**src/rtl/mem_ctrl.sv**
```systemverilog
// mem_ctrl: grants the byte-wide RAM port to MEM with absolute priority and runs a 4-byte little-endian
// fetch sequencer for IF. Define MEMCTRL_PREFETCH_EN to add a one-entry next-word prefetch buffer.
module mem_ctrl (
  input  logic        clk,
  input  logic        rst,
  input  logic        if_req_i,
  input  logic [31:0] if_addr_i,
  output logic [31:0] if_inst_o,
  output logic        if_done_o,
  input  logic        mem_req_i,
  input  logic        mem_we_i,
  input  logic [31:0] mem_addr_i,
  input  logic [7:0]  mem_data_i,
  output logic [7:0]  mem_data_o,
  output logic [31:0] ram_a_o,
  output logic        ram_wr_o,
  output logic [7:0]  ram_dout_o,
  input  logic [7:0]  ram_din_i
);
  typedef enum logic [1:0] {IDLE = 2'd0, FETCH = 2'd1, DONE = 2'd2} state_e;

  state_e      state_q, state_d;
  logic [2:0]  cnt_q, cnt_d;
  logic [31:0] faddr_q, faddr_d;
  logic [31:0] asm_q, asm_d;
  logic [31:0] inst_q, inst_d;
  logic        issue;
  logic [31:0] issue_addr;
  logic [1:0]  bsel;
  logic        demand_abort;

`ifdef MEMCTRL_PREFETCH_EN
  logic [31:0] pbuf_q, pbuf_d;
  logic [31:0] paddr_q, paddr_d;
  logic        pvalid_q, pvalid_d;
  logic        ppend_q, ppend_d;   // a prefetch of paddr is owed once the bus is free
  logic        pf_q, pf_d;         // the running FETCH is a prefetch, not a demand fetch
`endif

  always_ff @(posedge clk) begin
    if (rst) begin
      state_q <= IDLE;
      cnt_q   <= '0;
      faddr_q <= '0;
      asm_q   <= '0;
      inst_q  <= '0;
`ifdef MEMCTRL_PREFETCH_EN
      pbuf_q   <= '0;
      paddr_q  <= '0;
      pvalid_q <= 1'b0;
      ppend_q  <= 1'b0;
      pf_q     <= 1'b0;
`endif
    end else begin
      state_q <= state_d;
      cnt_q   <= cnt_d;
      faddr_q <= faddr_d;
      asm_q   <= asm_d;
      inst_q  <= inst_d;
`ifdef MEMCTRL_PREFETCH_EN
      pbuf_q   <= pbuf_d;
      paddr_q  <= paddr_d;
      pvalid_q <= pvalid_d;
      ppend_q  <= ppend_d;
      pf_q     <= pf_d;
`endif
    end
  end

  // Byte 0 is issued from IDLE in the request cycle, so FETCH is entered with cnt=1 and
  // cnt always names the byte whose data is arriving plus one.
  always_comb begin
    state_d      = state_q;
    cnt_d        = cnt_q;
    faddr_d      = faddr_q;
    asm_d        = asm_q;
    inst_d       = inst_q;
    issue        = 1'b0;
    issue_addr   = '0;
    bsel         = cnt_q[1:0] - 2'd1;
    demand_abort = mem_req_i || !if_req_i || (if_addr_i != faddr_q);
`ifdef MEMCTRL_PREFETCH_EN
    pbuf_d   = pbuf_q;
    paddr_d  = paddr_q;
    pvalid_d = pvalid_q;
    ppend_d  = ppend_q;
    pf_d     = pf_q;
`endif
    case (state_q)
      IDLE: begin
        if (if_req_i && !mem_req_i) begin
`ifdef MEMCTRL_PREFETCH_EN
          if (pvalid_q && (if_addr_i == paddr_q)) begin
            state_d  = DONE;
            inst_d   = pbuf_q;
            faddr_d  = paddr_q;
            pvalid_d = 1'b0;
          end else begin
            state_d    = FETCH;
            cnt_d      = 3'd1;
            faddr_d    = if_addr_i;
            issue      = 1'b1;
            issue_addr = if_addr_i;
            pvalid_d   = 1'b0;
            ppend_d    = 1'b0;
            pf_d       = 1'b0;
          end
        end else if (!mem_req_i && ppend_q) begin
          state_d    = FETCH;
          cnt_d      = 3'd1;
          faddr_d    = paddr_q;
          issue      = 1'b1;
          issue_addr = paddr_q;
          pf_d       = 1'b1;
`else
          state_d    = FETCH;
          cnt_d      = 3'd1;
          faddr_d    = if_addr_i;
          issue      = 1'b1;
          issue_addr = if_addr_i;
`endif
        end
      end
      FETCH: begin
`ifdef MEMCTRL_PREFETCH_EN
        if (pf_q && (mem_req_i || if_req_i)) begin
          state_d = IDLE;
          cnt_d   = '0;
          pf_d    = 1'b0;
          if (!mem_req_i) begin
            // A demand request takes the bus from the prefetch in the same cycle.
            state_d    = FETCH;
            cnt_d      = 3'd1;
            faddr_d    = if_addr_i;
            issue      = 1'b1;
            issue_addr = if_addr_i;
            ppend_d    = 1'b0;
          end
        end else if (!pf_q && demand_abort) begin
`else
        if (demand_abort) begin
`endif
          state_d = IDLE;
          cnt_d   = '0;
        end else begin
          asm_d[{bsel, 3'b000} +: 8] = ram_din_i;
          if (cnt_q == 3'd4) begin
            cnt_d = '0;
`ifdef MEMCTRL_PREFETCH_EN
            if (pf_q) begin
              state_d  = IDLE;
              pbuf_d   = asm_d;
              pvalid_d = 1'b1;
              ppend_d  = 1'b0;
              pf_d     = 1'b0;
            end else begin
              state_d = DONE;
              inst_d  = asm_d;
            end
`else
            state_d = DONE;
            inst_d  = asm_d;
`endif
          end else begin
            cnt_d      = cnt_q + 3'd1;
            issue      = 1'b1;
            issue_addr = faddr_q + {29'd0, cnt_q};
          end
        end
      end
      DONE: begin
        state_d = IDLE;
`ifdef MEMCTRL_PREFETCH_EN
        paddr_d = faddr_q + 32'd4;
        ppend_d = 1'b1;
`endif
      end
      default: state_d = IDLE;
    endcase
`ifdef MEMCTRL_PREFETCH_EN
    if (mem_req_i && mem_we_i) begin
      pvalid_d = 1'b0;
      ppend_d  = 1'b0;
    end
`endif
  end

  always_comb begin
    ram_a_o    = '0;
    ram_wr_o   = 1'b0;
    ram_dout_o = '0;
    if (mem_req_i) begin
      ram_a_o    = mem_addr_i;
      ram_wr_o   = mem_we_i;
      ram_dout_o = mem_data_i;
    end else if (issue && !rst) begin
      ram_a_o = issue_addr;
    end
  end

  assign if_done_o  = (state_q == DONE);
  assign if_inst_o  = inst_q;
  assign mem_data_o = ram_din_i;

endmodule

```
**config.mk**
```make
export PLATFORM = sky130hd
export DESIGN_NAME = mem_ctrl
export DESIGN_NICKNAME = d
export VERILOG_FILES = /design/src/rtl/mem_ctrl.sv
export SDC_FILE = /design/constraint.sdc
export NUM_CORES = 1
export LEC_CHECK = 0
export BUFFER_PORTS_ARGS = -buffer_cell sky130_fd_sc_hd__buf_2
export CAP_MARGIN = 20
export CORE_MARGIN = 2
export CORE_UTILIZATION = 48
export DETAILED_ROUTE_END_ITERATION = 8
export GPL_TIMING_DRIVEN = 0
export PLACE_DENSITY = 0.75
export REMOVE_ABC_BUFFERS = 1
export SLEW_MARGIN = 15
export SYNTH_ARGS = -nofsm -noshare
export SYNTH_HDL_FRONTEND = slang
export SYNTH_SLANG_ARGS = --single-unit
```
**constraint.sdc**
```tcl
create_clock -name clk -period 2.4 [get_ports clk]
set_input_delay 0.48 -clock clk [delete_from_list [all_inputs] [get_ports clk]]
set_output_delay 0.48 -clock clk [all_outputs]
set_load 0.05 [all_outputs]
```
After elaboration in Yosys (flattened, before gate mapping)
Index checks and enable logic that the tools add are counted.

operators by class
  add/subtract/negate cells = 4
  equality and inequality tests = 6
  shift-type cells = 2
  muxes and demuxes = 21
  bitwise operators = 1
  reduce and logical (&&, ||, !) cells = 14

operators by type and width
  operator                                                                number
  32-bit two-way mux                                                      5
  32-bit one-hot mux with 2 select lines                                  1
  32-bit by 3-bit adder with 32-bit output                                1
  32-bit bitwise mux                                                      1
  32-bit inequality test                                                  1
  8-bit by 7-bit variable shift with 32-bit output, first input constant  1
  8-bit by 7-bit indexed part select with 32-bit output                   1
  3-bit two-way mux                                                       3
  8-bit two-way mux                                                       1
  2-bit AND reduction                                                     4
  5-bit negator with 7-bit output                                         1
  2-bit two-way mux                                                       3
  3-bit one-hot mux with 2 select lines                                   1
  1-bit two-way mux                                                       4
  2-bit one-hot mux with 2 select lines                                   1
  3-bit by 1-bit adder with 3-bit output, second input constant           1
  3-bit == test, second input constant                                    1
  1-bit zero test                                                         3
  3-bit inequality test, second input constant                            1
  3-bit AND reduction                                                     1
  2-bit by 1-bit == test with 1-bit output, second input constant         1
  2-bit == test, second input constant                                    1
  1-bit logical AND                                                       2
  2-bit zero test                                                         1
  6 further kinds                                                         7

storage, ports and cells
  flip-flop bits (word level) = 101
  input port bits = 85
  output and inout port bits = 82
  logic and storage cells = 53

Logic depth before layout (Yosys ltp)
  depth after elaboration = 8
  mapped depth = 8
  depth with buffers taken out = 8

Worst setup path before layout
OpenSTA, ideal clock, no wires.

  path kind = register -> output
  start = reg cnt_q[0]
  end = out ram_a_o[30]
  data arrival time = 3,019 ps
  required time = 1,920 ps
  path slack = -1,099 ps
  cell stages (with the launch flop) = 9
  path buffers = 0
  cells stage by stage = dfxtp_1 ha_1 inv_1 fa_1 nor2b_1 o2111ai_1 nor3_1 xnor2_1 o21ai_0

between the ends
  word-level cells in the longest chain between the ends = 7
  elaborated cells on any way between the ends = 11
  those cells by class = add/sub: 1; eq/ne: 1; mux: 8; reduce/logical: 1

ends and longest elaborated chain
  what                                                                              line  text
  start: declaration                                                                23    logic [2:0] cnt_q, cnt_d;
  start signal: assignment                                                          56    cnt_q <= cnt_d;
  branches (longest 5 deep; another with 32-bit by 3-bit adder with 32-bit output)  n/a
  32-bit two-way mux (*)                                                            196   end else if (issue && !rst) begin
  32-bit two-way mux (*)                                                            192   if (mem_req_i) begin
  end: declaration                                                                  15    output logic [31:0] ram_a_o,

Every way passes the cells marked *.

Worst setup path after layout
  start = reg faddr_q[29]
  end = out ram_a_o[9]

between the ends
  word-level cells in the longest chain between the ends = 7
  elaborated cells on any way between the ends = 9
  those cells by class = eq/ne: 1; mux: 6; reduce/logical: 2

ends and longest elaborated chain
  what                                   line  text
  start: declaration                     24    logic [31:0] faddr_q, faddr_d;
  start signal: assignment               57    faddr_q <= faddr_d;
  32-bit inequality test (*)             81    demand_abort = mem_req_i || !if_req_i || (if_addr_i != faddr_q);
  1-bit logical OR (*)                   81
  1-bit two-way mux                      141   if (demand_abort) begin
  1-bit one-hot mux with 2 select lines  89    case (state_q)
  1-bit logical AND                      196
  32-bit two-way mux (*)                 196
  32-bit two-way mux (*)                 192

Mark *: on every way between the ends. The rest lies on a longest branch, timed or not.

==> results.toml <==
[route]
finalWirelength_mm = 19.89
drc_errors = 0
drtIter0Drc = 664
viasPerCell = 5.784
wl_per_cell_um = 18.57
vias = 6195
ant_nets = 0
drt-pass1-iter-count = 6

[worst_setup_path]
max_stage_delay_ps = 410
crit_chain = "xnor2_2, nand4_1, nor4_4, nand4_1, buf_6, buf_6, o21ai_0, buf_4"
slowest_stage = "nor4_4"
arrival_ps = 2560
end_kind = "primary output"
criticalPathCategory = "reg2out"
critPathRequiredTime_ps = 1920
path_max_fanout = 7
setup.worst_path.start_class = "flip-flop"

[timing]
slew_viol_final = 0
min_period_ps = 3039
finalCritPeriodShare_pct = 126.6
slew-limit-headroom_pct = 44.77
final_hold_viol_count = 0
skew_ps = 10.63
setup_slack_ps = -639.0
fmax_mhz = 329.1
tightest_slew_ps = 823.9
finalSetupViolCount = 32
rsz0062_at_grt = "yes"

[clock_tree]
clock_latency_ps = 350
cts.path.max_buffers = 2
cts_tree = "built"
numCtsBuffers = 9
cts_root_buf = "clkbuf_16"
clock-sinks = 96
htree_levels = 3
clk_pin_slew_ps = 70

[power_and_ir_drop]
pwr-share-seq_pct = 42.6
powerDensity_nw_per_um2 = 463.6
ir_worst_vdd_mv = 0.3187
combPwrFrac_pct = 21.5
switching_power_mw = 1.247
internal_power_mw = 2.661
switching_share_pct = 31.91
power_frac_clock_pct = 35.9
p_leak_nw = 3.600

[layout]
nets = 992
final_cell_mix = "buf_2, nand2_1, dfxtp_1"
final_cells = 1071
drive_gt1_share_pct = 40.80
layout_commonest_cell = "buf_2"
area_delta_synth_final_pct = 39.74

[global_route]
grt_first_pass_wirelength_mm = 26.25
grt_util_all_layers_pct = 24.88
grt.overflow.total = 0
grt_max_degree = 83
antenna_found_initial = 1
grt_pass1_vias = 5144

[floorplan]
io_pins = 167
rows = 40
die_y_um = 116.1
die_x_um = 116.1
dieArea_um2 = 13480
core_area_um2 = 12160
start_util_pct = 49.60

[placed_design]
dp_slack_ps = -1278
dp_hpwl_mm = 11.02
gp_congestion = 0.8117
portBuffers = 166
dp.cells = 1008

[synthesis]
synth_enable_flop_cells = 0
yosysWarnings = 0
ys_seq_area_share_pct = 31.86
ys_seq_elements = 96
postSynthAreaPerCell_um2 = 8.297
synth.distinct_cells = 47
syn_inst = 727
ys_async_sr_fraction_pct = 0
netlist_area_um2 = 6032
synth_flop_cell = "dfxtp_1"

[status]
status = "finished with violations"
violations = "negative setup slack"

[job]
drv_cap = 0

[hold_path]
hp-class = "in2reg"
-- per-stage QoR --
step	instance area [um^2]	hold WS, ps	power [mW]	util [%]	setup TNS, ps
floorplan	5704	446.7	2.074	-	-44600
global placement	6745	456.8	2.342	55.46	-168170
detailed placement	6842	461.2	2.354	56.26	-69810
CTS	7686	385.2	3.794	63.20	-14830
global route	8427	385.2	4.040	69.29	-17760
finish	8429	392.2	3.908	69.31	-16170
-- state kept, by name, indices dropped and copies added (netlist names) --
name and flops:
state_q 2, cnt_q 3, asm_q 27, faddr_q 32, if_inst_o 32
-- final timing paths --
kind / startpoint / endpoint / slack (ps) / cells after the start
setup / recovery: faddr_q[29] / ram_a_o[9] / -640 / 8
hold / removal: if_addr_i[12] / faddr_q[12] / 390 / 3
setup reg to reg: faddr_q[11] / asm_q[16] / 60 / 5
hold reg to reg: if_inst_o[15] / if_inst_o[15] / 470 / 2
-- metal layers --
| layer | GRT usage [%] | vias up | wire [um] |
|---|---|---|---|
| met3 | 5.553 | 70 | 1783 |
| met2 | 41.56 | 363 | 9686 |
| li1 | - | 2847 | - |
| met1 | 31.42 | 2915 | 7722 |
| met4 | 9.762 | 0 | 696 |
| met5 | 0 | - | 0 |
-- critical path, delay by kind of cell (launching register included) --
kind,cells,cell delay [ps]
xor+xnor,1,190
buf+inv,3,580
compound gates,1,230
flops,1,360
simple gates,3,840
-- power by group through the flow --
stage               Sequential (mW)  Clock [mW]  Combinational [mW]
floorplan                      1.69           0               0.385
global placement               1.70           0               0.644
detailed placement             1.70           0               0.655
CTS                            1.66        1.42               0.717
global route                   1.67        1.49               0.881
finish                         1.66        1.40               0.840
-- synth_stat cells, types with 2 or more instances --
master | n | share of area [%]
ha_1 | 9 | 1.9
or3_1 | 3 | 0.31
a211o_1 | 2 | 0.29
xor2_1 | 5 | 0.73
o21ai_0 | 28 | 2.3
nand2_1 | 80 | 5.0
and2_1 | 10 | 1.0
a21oi_1 | 60 | 5.0
clkbuf_1 | 35 | 2.2
nand3_1 | 11 | 0.91
nand4_1 | 16 | 1.7
nor4_1 | 5 | 0.52
xnor2_1 | 55 | 8.0
buf_2 | 7 | 0.58
nor3b_1 | 2 | 0.25
nand2b_1 | 61 | 6.3
or2_2 | 27 | 2.8
and3_1 | 2 | 0.21
buf_6 | 9 | 1.7
nor4_2 | 2 | 0.41
nand3b_1 | 5 | 0.62
and4_1 | 5 | 0.73
o21ai_1 | 6 | 0.50
dfxtp_1 | 96 | 32
nor2_1 | 11 | 0.68
nor2b_1 | 29 | 3.0
inv_1 | 13 | 0.81
nor3_1 | 16 | 1.3
buf_4 | 8 | 1.0
nand4b_1 | 3 | 0.44
mux2i_1 | 59 | 9.8
a22oi_1 | 32 | 4.0
-- logic make-up (layout without fill, tap and decap cells) --
group | count (synthesis) | after routing | synth area share [%]
AOI/OAI and AO/OA | 134 | 135 | 12.82
xor gates and xnor gates | 61 | 61 | 8.982
adders and majority gates | 10 | 10 | 2.199
buffers and inverters | 72 | 242 | 6.244
DFF | 96 | 96 | 31.86
muxes | 59 | 59 | 9.791
other | 0 | 1 | 0
and+or+nand+nor | 295 | 299 | 28.11
-- timing repair --
| action | CTS | global route |
|---|---|---|
| buffers inserted | 16 | 22 |
| hold buffers | 0 | 0 |
| endpoints found under the hold margin | 0 | 0 |
| setup endpoints to repair | 93 | 81 |
| pin swaps | 22 | 33 |
| gates cloned | 4 | 4 |
| gates resized for setup | 105 | 129 |
-- area by class of cell --
| class | instances | area (um^2) |
|---|---|---|
| Antenna cell | 1 | 2.502 |
| Fill cell | 867 | 3732 |
| Clock buffer | 10 | 229.0 |
| Inverter | 13 | 52.55 |
| Multi-Input combinational cell | 564 | 4344 |
| Clock inverter | 6 | 52.55 |
| Sequential cell | 96 | 1978 |
| Timing Repair Buffer | 213 | 1560 |
| Tap cell | 168 | 210.2 |
Note: power is estimated with default switching activity, not from simulation.
